[src/rtl/multi_timer.sv]
// multi_timer: NumChannels independent prescaled up-counters behind a RISC-V style
// CSR window, each with a sticky interrupt that fires when its counter reaches top.

module multi_timer_channel #(
    parameter int CounterWidth = 16
) (
    input  logic                    clk,
    input  logic                    reset,
    input  logic                    ctrl_wr,
    input  logic [31:0]             wr_data,
    input  logic                    int_clear,
    output logic [31:0]             ctrl_rd,
    output logic [CounterWidth-1:0] count,
    output logic                    int_set
);
    localparam logic [31:0] TopMask  = (32'd1 << CounterWidth) - 32'd1;
    localparam logic [31:0] CtrlMask = (TopMask << 16) | 32'h0000_003F;

    logic                    enable;
    logic                    mode;
    logic [3:0]              pexp;
    logic [CounterWidth-1:0] top;
    logic [15:0]             psc;
    logic [15:0]             psc_mask;
    logic                    tick;
    logic                    fire;
    logic                    unused_wr;

    // Prescaler wraps at 2^P-1, so the tick lands on the last cycle of each period.
    assign psc_mask  = (16'd1 << pexp) - 16'd1;
    assign tick      = enable && (psc == psc_mask);
    assign fire      = tick && (count == top);
    assign unused_wr = ^(wr_data & ~CtrlMask);

    always_comb begin
        ctrl_rd                   = '0;
        ctrl_rd[0]                = enable;
        ctrl_rd[1]                = mode;
        ctrl_rd[5:2]              = pexp;
        ctrl_rd[16 +: CounterWidth] = top;
    end

    always_ff @(posedge clk) begin
        if (!reset) begin
            enable  <= 1'b0;
            mode    <= 1'b0;
            pexp    <= '0;
            top     <= '0;
            psc     <= '0;
            count   <= '0;
            int_set <= 1'b0;
        end else begin
            int_set <= fire | (int_set & ~int_clear);
            // A ctrl write overrides any same-edge counting or one-shot disable.
            if (ctrl_wr) begin
                enable <= wr_data[0];
                mode   <= wr_data[1];
                pexp   <= wr_data[5:2];
                top    <= wr_data[16 +: CounterWidth];
                psc    <= '0;
                count  <= '0;
            end else if (enable) begin
                psc <= tick ? 16'd0 : psc + 16'd1;
                if (tick) begin
                    if (count == top) begin
                        count <= '0;
                        if (mode) enable <= 1'b0;
                    end else begin
                        count <= count + CounterWidth'(1);
                    end
                end
            end
        end
    end
endmodule

module multi_timer #(
    parameter int          NumChannels  = 4,
    parameter int          CounterWidth = 16,
    parameter logic [11:0] BaseAddr     = 12'h400
) (
    input  logic                   clk,
    input  logic                   reset,
    input  logic                   csr_enable,
    input  logic [11:0]            csr_addr,
    input  logic [2:0]             csr_op,
    input  logic [4:0]             rs1_zimm,
    input  logic [31:0]            rs1_data,
    input  logic [NumChannels-1:0] interrupt_clear,
    output logic [NumChannels-1:0] interrupt_set,
    output logic [31:0]            csr_out
);
    typedef struct packed {
        logic       hit;
        logic       is_count;
        logic [2:0] ch;
    } csr_dec_t;

    logic [11:0]                              offset;
    csr_dec_t                                 dec;
    logic [NumChannels-1:0][31:0]             ctrl_rd;
    logic [NumChannels-1:0][CounterWidth-1:0] count;
    logic [NumChannels-1:0]                   ctrl_wr;
    logic [31:0]                              sel_ctrl;
    logic [31:0]                              operand;
    logic [31:0]                              wr_data;
    logic                                     do_write;

    // Modular subtract: addresses below BaseAddr wrap high and miss the window.
    assign offset       = csr_addr - BaseAddr;
    assign dec.hit      = offset < 12'(2 * NumChannels);
    assign dec.is_count = offset[0];
    assign dec.ch       = offset[3:1];

    always_comb begin
        csr_out  = '0;
        sel_ctrl = '0;
        for (int ch = 0; ch < NumChannels; ch++) begin
            if (dec.hit && dec.ch == 3'(ch)) begin
                sel_ctrl = ctrl_rd[ch];
                csr_out  = dec.is_count ? 32'(count[ch]) : ctrl_rd[ch];
            end
        end
    end

    assign operand = csr_op[2] ? {27'd0, rs1_zimm} : rs1_data;

    // Set/clear with a zero operand is a pure read and must not restart the channel.
    always_comb begin
        do_write = 1'b0;
        wr_data  = '0;
        case (csr_op[1:0])
            2'b01: begin
                do_write = 1'b1;
                wr_data  = operand;
            end
            2'b10: begin
                do_write = |operand;
                wr_data  = sel_ctrl | operand;
            end
            2'b11: begin
                do_write = |operand;
                wr_data  = sel_ctrl & ~operand;
            end
            default: ;
        endcase
    end

    always_comb begin
        for (int ch = 0; ch < NumChannels; ch++) begin
            ctrl_wr[ch] = csr_enable && do_write && dec.hit && !dec.is_count
                          && dec.ch == 3'(ch);
        end
    end

    multi_timer_channel #(.CounterWidth(CounterWidth)) u_ch [NumChannels-1:0] (
        .clk       (clk),
        .reset     (reset),
        .ctrl_wr   (ctrl_wr),
        .wr_data   (wr_data),
        .int_clear (interrupt_clear),
        .ctrl_rd   (ctrl_rd),
        .count     (count),
        .int_set   (interrupt_set)
    );
endmodule

[config.mk]
export PLATFORM = sky130hd
export DESIGN_NAME = multi_timer
export DESIGN_NICKNAME = d
export VERILOG_FILES = /design/src/rtl/multi_timer.sv
export SDC_FILE = /design/constraint.sdc
export NUM_CORES = 1
export LEC_CHECK = 0
export BUFFER_PORTS_ARGS = -buffer_cell sky130_fd_sc_hd__buf_2
export CAP_MARGIN = 10
export CELL_PAD_IN_SITES_DETAIL_PLACEMENT = 0
export CELL_PAD_IN_SITES_GLOBAL_PLACEMENT = 1
export CORE_MARGIN = 1
export CORE_UTILIZATION = 41
export CTS_CLUSTER_SIZE = 30
export DETAILED_ROUTE_END_ITERATION = 12
export PLACE_DENSITY_LB_ADDON = 0.1
export SYNTH_ARGS = -nofsm -noshare
export SYNTH_HDL_FRONTEND = slang
export SYNTH_HIERARCHICAL = 1
export SYNTH_SLANG_ARGS = --single-unit
[constraint.sdc]
create_clock -name clk -period 4.7 [get_ports clk]
set_input_delay 0.235 -clock clk [delete_from_list [all_inputs] [get_ports clk]]
set_output_delay 0.235 -clock clk [all_outputs]
set_load 0.05 [all_outputs]
==> run summary, run 1 <==
largest net degree at the start of global routing: 69
Ys Warns: 6
status: finished, final reports clean
R2R Path Start: u_ch[0]/pexp[0]
routed wire length: 52,900 um
fin crit share: 0.828
HPWL after DPL: 38,300 um
kind of critical path: reg -> reg
Layout fillers: 3,964
Clock transition at path regs: 0.06 ns
DR DRC count: 0
CP Data Arrival Time: 4.30 ns
LEAKAGE: 0.00629 uW
port buffer count: 94
Worst Setup Start Kind: flop
HP Class: in -> reg
area of the core: 0.0386 mm^2
Pwr per Cell Area: 246 mW/mm^2
DRT iter0 DRCs: 1,034
setup TNS: 0 ns
fin util: 0.449
Area Overhead vs Synth: 7.95%
Die Span Y: 200 um
Clock Skews: 0.0103 ns
I/O pin cnt: 95
synthesized instance count: 1,975
Post-CTS Setup Bufs: 0
footprint of the multi-input gates: 0.0105 mm^2
worst relative slew slack: 0.247
vias after detailed routing: 14,500
Tmin final: 3.89 ns
post-DR wirelength/cell: 21.1 um
gpl congestion: 0.979
Finish-stage setup viols: 0
Row Count: 72
design area: 0.0173 mm^2
Overflow after GRT: 0
area of the mapped netlist: 0.0160 mm^2
nets@finish: 2,044
register-to-register setup slack: 0.81 ns
CTS tree: built
Initial Util: 0.415
gr usage total: 0.261
Root Buffer: clkbuf_16
vias in the first global route: 13,500
die area: 0.0399 mm^2
worst path required time: 5.11 ns
fmax: 257 MHz
DP Area: 0.0164 mm^2
Synth Area per Inst: 8.11 um^2
chip width: 200 um
Fin. Hold Viols: 0
clock buffer depth: 3
share of cells above drive strength 1: 0.120
max cap viols: 0
cts bufs inserted: 27
RSZ-0062 raised after global routing: no
first-pass GRT wire length: 80,400 um
nature of the critical path endpoint: flop
antenna violations before repair: 0
crit path launch: u_ch[0]/pexp[0]
H-tree depth: 1
Routed Antenna Nets: 0
router iterations before antenna repair: 5
Sequential Area: 0.00440 mm^2
Final Slew Violations: 0
worst hold start: interrupt_clear[3]
vias per cell: 5.79
highest net fanout along the worst path: 26
clk_lat worst skew: 0.55 ns
Slew @ Worst Pin: 1.12 ns
Max VDD drop: 0.000220 V
clock sinks: 220
layer usage:
layer,vias up,wire length [um],share of wire,global-route usage
li1,7075,-,-,-
met1,6983,23500,0.44,0.342
met2,382,24900,0.47,0.439
met3,99,2480,0.047,0.0287
met4,0,2040,0.039,0.0973
met5,-,0,0,0
metrics by stage:
stage	power [uW]	hold slack (ns)	setup WS, ns	std cells
2_1_floorplan	2120	0.363	1.69	2011
3_3_place_gp	2210	0.469	0.897	2458
3_5_place_dp	2210	0.482	0.822	2459
4_1_cts	4300	0.0107	0.790	2510
5_1_grt	4390	0.0235	0.460	2510
6_report	4250	0.0231	0.806	2511
final cells by class:
class	instances	area share
antenna	1	0.000145
clock buffer	37	0.0436
clock inverter	11	0.00658
inverter	17	0.00369
multi-input combinational	1575	0.610
sequential	220	0.255
tap	518	0.0375
timing repair buffer	132	0.0443
worst max-delay path: stages, from the launching register on:
cell and delay [ns]:
dfxtp_1 0.70, nor2_1 0.15, nand2_1 0.11, ha_1 0.66
or4_1 0.23, a21boi_2 0.06, or3_1 0.36, a2111oi_4 0.47
nand4_4 0.38, nand2_1 0.51, nor2_1 0.12
layout by cell type (no fill, tap or decap), types with 35 or more instances in the layout:
master and instances:
nand4_1 40, and3_1 43, xor2_1 103, nor2b_1 110, nand2_1 135, conb_1 40, buf_2 93, nor2_1 106
buf_4 36, dfxtp_1 220, mux2i_1 138, nor3_1 74, xnor2_1 48, nand2b_1 43, a21oi_1 80, o21ai_0 103
or3_1 35, nand3_1 80
worst paths after layout:
check	depth (start not counted)	endpoint
worst min register to register	2	u_ch[1]/int_set
worst min-delay path	3	u_ch[3]/int_set
worst max register to register	10	u_ch[0]/psc[13]
worst max-delay path	10	u_ch[0]/psc[13]
report_power, final:
group / internal [uW] / total, uW / switching [uW]
Clock: 1230 / 2080 / 855
Combinational: 98.8 / 309 / 211
Sequential: 1860 / 1860 / 0.0233
registers in the layout, indices dropped and copies added (netlist names):
signal	count
u_ch/count	64
u_ch/int_set	4
u_ch/top	64
u_ch/psc	64
u_ch/mode	4
u_ch/pexp	16
u_ch/enable	4
what timing repair did:
| action | CTS | global route |
|---|---|---|
| resized for setup | 0 | 0 |
| hold buffers | 3 | 0 |
| hold endpoints to repair | 3 | 0 |
Power figures use the tool's default switching activity.
==> inputs of run 2 (changes only) <==
ABC_AREA = 1   (was not set)
clock period = 3.7 ns   (was 4.7 ns; I/O delays follow)
==> run 2 against run 1 <==
Effect of this change:
- register-to-register slack got worse by 0.43 ns
- combinational power increased by 13%
- clock skew increased by 0.0024 ns
- setup slack got worse by 0.43 ns
- non-clock buffer count increased by 6
- wire length increased by 31%
- critical endpoint is now u_ch[3]/psc[2]
- largest cell class unchanged
- highest routed layer is now met5
==> run summary, run 2 <==
Pwr per Cell Area: 291 mW/mm^2
die area: 0.0440 mm^2
Post-CTS Setup Bufs: 0
first-pass GRT wire length: 106,000 um
Tmin final: 3.32 ns
fmax: 301 MHz
Clock transition at path regs: 0.06 ns
Reg2Reg Depth: 15
area of the core: 0.0422 mm^2
Die Span Y: 210 um
Overflow after GRT: 0
most frequent cells in the layout: 901 x nand2_1, 436 x nor2_1, 337 x inv_1, 337 x nand3_1, 220 x dfxtp_1
gr usage total: 0.311
Clock Skews: 0.0127 ns
clock sinks: 220
DP Area: 0.0183 mm^2
CTS tree: built
Synth Area per Inst: 5.75 um^2
synthesized instance count: 3,078
max cap viols: 0
Routed Antenna Nets: 0
cts bufs inserted: 29
crit path capture: u_ch[3]/psc[2]
clock buffer depth: 3
post-DR wirelength/cell: 18.8 um
crit path launch: u_ch[3]/pexp[1]
cts hold-fix bufs: 4
largest net degree at the start of global routing: 73
gpl congestion: 1.02
fin util: 0.458
routed wire length: 69,400 um
status: finished, final reports clean
Worst Setup Start Kind: flop
CTS resizes: 0
antenna violations before repair: 4
DRT iter0 DRCs: 2,111
Final Slew Violations: 0
Max VDD drop: 0.000271 V
vias in the first global route: 18,300
HP Class: in -> reg
register-to-register setup slack: 0.38 ns
vias per cell: 5.39
nets@finish: 3,204
highest net fanout along the worst path: 13
most common cell after layout, fill and taps aside: nand2_1
port buffer count: 94
Fin. Hold Viols: 0
Root Buffer: clkbuf_16
footprint of the multi-input gates: 0.0111 mm^2
LEAKAGE: 0.00898 uW
chip width: 210 um
fin crit share: 0.898
worst relative slew slack: 0.344
nature of the critical path endpoint: flop
CP Data Arrival Time: 3.76 ns
Largest regs: u_ch/count: 64 flops, u_ch/psc: 64 flops, u_ch/top: 64 flops
Sequential Area: 0.00440 mm^2
worst path required time: 4.14 ns
Slew @ Worst Pin: 0.976 ns
area of the mapped netlist: 0.0177 mm^2
H-tree depth: 1
clk_lat worst skew: 0.57 ns
share of cells above drive strength 1: 0.0933
Ys Warns: 6
I/O pin cnt: 95
design area: 0.0194 mm^2
DR DRC count: 0
HPWL after DPL: 54,000 um
kind of critical path: reg -> reg
reg2reg end: u_ch[3]/psc[2]
vias after detailed routing: 19,900
RSZ-0062 raised after global routing: no
R2R Path Start: u_ch[3]/pexp[1]
Area Overhead vs Synth: 9.44%
Layout fillers: 4,669
Initial Util: 0.419
setup TNS: 0 ns
router iterations before antenna repair: 5
Finish-stage setup viols: 0
Row Count: 75
-- run 2: layout make-up --
type                       instances  share of cell area
antenna                            4            0.000517
multi-input combinational       2377               0.574
clock buffer                      33              0.0388
clock inverter                    17              0.0107
sequential                       220               0.228
inverter                         367              0.0713
timing repair buffer             138              0.0427
tap                              539              0.0348
-- run 2: how the worst min path moves through the flow --
stage                             from         endpoint  cells past startpoint
CTS                              reset   u_ch[2]/top[7]                      3
global route                     reset   u_ch[2]/top[7]                      3
detailed placement  interrupt_clear[2]  u_ch[2]/int_set                      4
floorplan                        reset  u_ch[0]/pexp[0]                      2
finish                           reset   u_ch[2]/top[7]                      3
global placement    interrupt_clear[0]  u_ch[0]/int_set                      4
-- run 2: where the power goes --
part | internal [uW] | switching [uW] | leakage, uW
Clock | 1730 | 1180 | 0.000454
Combinational | 87.4 | 261 | 0.00675
Sequential | 2370 | 0.131 | 0.00177
Total | 4190 | 1440 | 0.00898
-- run 2: per-layer routing --
layer	global-route usage	up-vias	wire length, um
li1	-	9861	-
met1	0.456	9089	32900
met2	0.454	838	28300
met3	0.0613	117	6220
met4	0.0959	4	2030
met5	0	-	23
-- run 2: stage by stage --
stage / cells / total power [uW] / hold slack, ns / setup slack [ns]
after global routing: 3691 / 5780 / 0.153 / 0.217
after global placement: 3637 / 2760 / 0.447 / 0.553
after CTS: 3691 / 5650 / 0.132 / 0.537
final: 3695 / 5630 / 0.170 / 0.378
after detailed placement: 3637 / 2750 / 0.453 / 0.560
after floorplan: 3114 / 2640 / 0.323 / 1.37
-- run 2: critical path, cell delays in order (launching register included) --
cell and delay [ns]:
dfxtp_1 0.48, nor2_1 0.35, nand2_1 0.12, ha_1 0.33, inv_1 0.16, nand2_1 0.07, nand2_1 0.07, nor2_1 0.04
nor2_1 0.30, nand3_1 0.14, nor2_1 0.22, nand3b_1 0.14, nor2_1 0.25, nand2_1 0.16, nand2_2 0.30, nor3_1 0.08
==> inputs of run 3 (changes only) <==
BUFFER_PORTS_ARGS = not set   (was -buffer_cell sky130_fd_sc_hd__buf_2)
DONT_BUFFER_PORTS = 1   (was not set)
REMOVE_ABC_BUFFERS = 1   (was not set)
==> run 3 against run 2 <==
Effect of this change:
- critical path depth shrank 3
- global-route usage fell by 0.29 points
- first-iteration DRC count is 16% lower
- clock power grew 4%
- sequential share of layout area about the same
- final cell count down 1.3%
- critical endpoint is now u_ch[3]/count[12]
==> run summary, run 3 (synthesis gave the netlist of run 2 again) <==
Final Slew Violations: 0
Area Overhead vs Synth: 9.61%
design area: 0.0194 mm^2
Comb pwr share: 0.052
switching part of the total: 0.245
HP Class: in -> reg
status: finished, final reports clean
nets@finish: 3,155
Switch Pwr: 1400 uW
vias in the first global route: 18,400
antenna violations before repair: 4
pre-CTS WS: 0.475 ns
dpl cells: 3,587
vias per cell: 5.45
most common cell after layout, fill and taps aside: nand2_1
clock share of power: 0.532
DP Area: 0.0183 mm^2
clock sinks: 220
Initial Util: 0.419
Pwr Total: 5710 uW
Pwr per Cell Area: 294 mW/mm^2
H-tree depth: 1
cts bufs inserted: 29
clock buffer depth: 3
gpl congestion: 0.978
first-pass GRT wire length: 105,000 um
Die Span Y: 210 um
Root Buffer: clkbuf_16
LEAKAGE: 0.00886 uW
CP Data Arrival Time: 3.47 ns
Fin. Hold Viols: 0
router iterations before antenna repair: 6
Row Count: 75
gr usage total: 0.308
I/O pin cnt: 95
Largest regs: u_ch/count: 64 flops, u_ch/psc: 64 flops, u_ch/top: 64 flops
Routed Antenna Nets: 0
fin worst setup slack: 0.680 ns
share of cells above drive strength 1: 0.0792
kind of critical path: reg -> reg
CTS tree: built
highest net fanout along the worst path: 11
HPWL after DPL: 53,700 um
fmax: 331 MHz
Worst Setup Start Kind: flop
met2 Resource Use GR: 0.497
internal power: 4310 uW
chip width: 210 um
largest net degree at the start of global routing: 89
most frequent cells in the layout: 901 x nand2_1, 436 x nor2_1, 337 x inv_1, 337 x nand3_1, 220 x dfxtp_1
RSZ-0062 raised after global routing: no
met1 usage: 0.416
setup TNS: 0 ns
DRT iter0 DRCs: 1,777
Finished Layout Cells: 3,648
Tmin final: 3.02 ns
clk_lat worst skew: 0.58 ns
Clock transition at path regs: 0.06 ns
max cap viols: 0
worst relative slew slack: 0.421
nature of the critical path endpoint: flop
vias after detailed routing: 19,900
die area: 0.0440 mm^2
GR peak layer: met2
Post-CTS Setup Bufs: 0
fin crit share: 0.816
post-DR wirelength/cell: 18.9 um
Slew @ Worst Pin: 0.868 ns
Max VDD drop: 0.000304 V
area of the core: 0.0422 mm^2
routed wire length: 69,000 um
DR DRC count: 0
Finish-stage setup viols: 0
Overflow after GRT: 0
port buffer count: 0
worst path required time: 4.15 ns
Clock Skews: 0.0184 ns
grt met3 use: 0.0410
register share of total power: 0.415
run 3: through the flow:
stage          hold WS (ns)   util
2_1_floorplan         0.321      -
3_3_place_gp          0.361  0.433
3_5_place_dp          0.360  0.433
4_1_cts              0.0186  0.459
5_1_grt              0.0444  0.459
6_report             0.0287  0.459
run 3: repair_timing:
item                      CTS  global route
hold buffers                5             0
resized for setup           0             0
hold endpoints to repair   94             0
run 3: path summary, 6_finish.rpt:
| check | start | endpoint | slack, ns | depth (start not counted) |
|---|---|---|---|---|
| max | u_ch[3]/pexp[3] | u_ch[3]/count[12] | 0.68 | 12 |
| min | reset | u_ch[3]/pexp[1] | 0.03 | 3 |
| max reg2reg | u_ch[3]/pexp[3] | u_ch[3]/count[12] | 0.68 | 12 |
| min reg2reg | u_ch[2]/top[4] | u_ch[2]/top[4] | 0.51 | 2 |
run 3: layer usage:
layer  share of wire  wire length (um)  up-vias
li1                -                 -     9748
met1            0.44             30200     9215
met2            0.45             30800      775
met3           0.075              5140      135
met4           0.040              2790        0
met5               0                 0        -
run 3: power groups by stage:
stage | registers (uW) | clock network [uW] | logic (uW)
floorplan | 2420 | 0 | 164
global route | 2370 | 3170 | 321
finish | 2370 | 3040 | 299
global placement | 2420 | 0 | 270
CTS | 2370 | 3080 | 292
detailed placement | 2420 | 0 | 271
run 3: worst max-delay path, cell delays in order (launching register included):
cell and delay [ns]:
dfxtp_1 0.69, nor2_4 0.13, nand2_1 0.13, ha_1 0.33, inv_1 0.14, a21oi_2 0.21
nand3_1 0.14, nand3_1 0.15, nand3_1 0.10, nor2_1 0.24, nand4_1 0.41, nand2_1 0.18
a21oi_1 0.08
run 3: area by class of cell:
class,count,area (um^2)
clock inverters,11,166
clock buffers,41,851
diodes,4,10.0
fillers,4737,22800
repair buffers,89,798
flip-flops and latches,220,4400
multi-input cells,2377,11100
inverters,367,1380
well taps,539,674
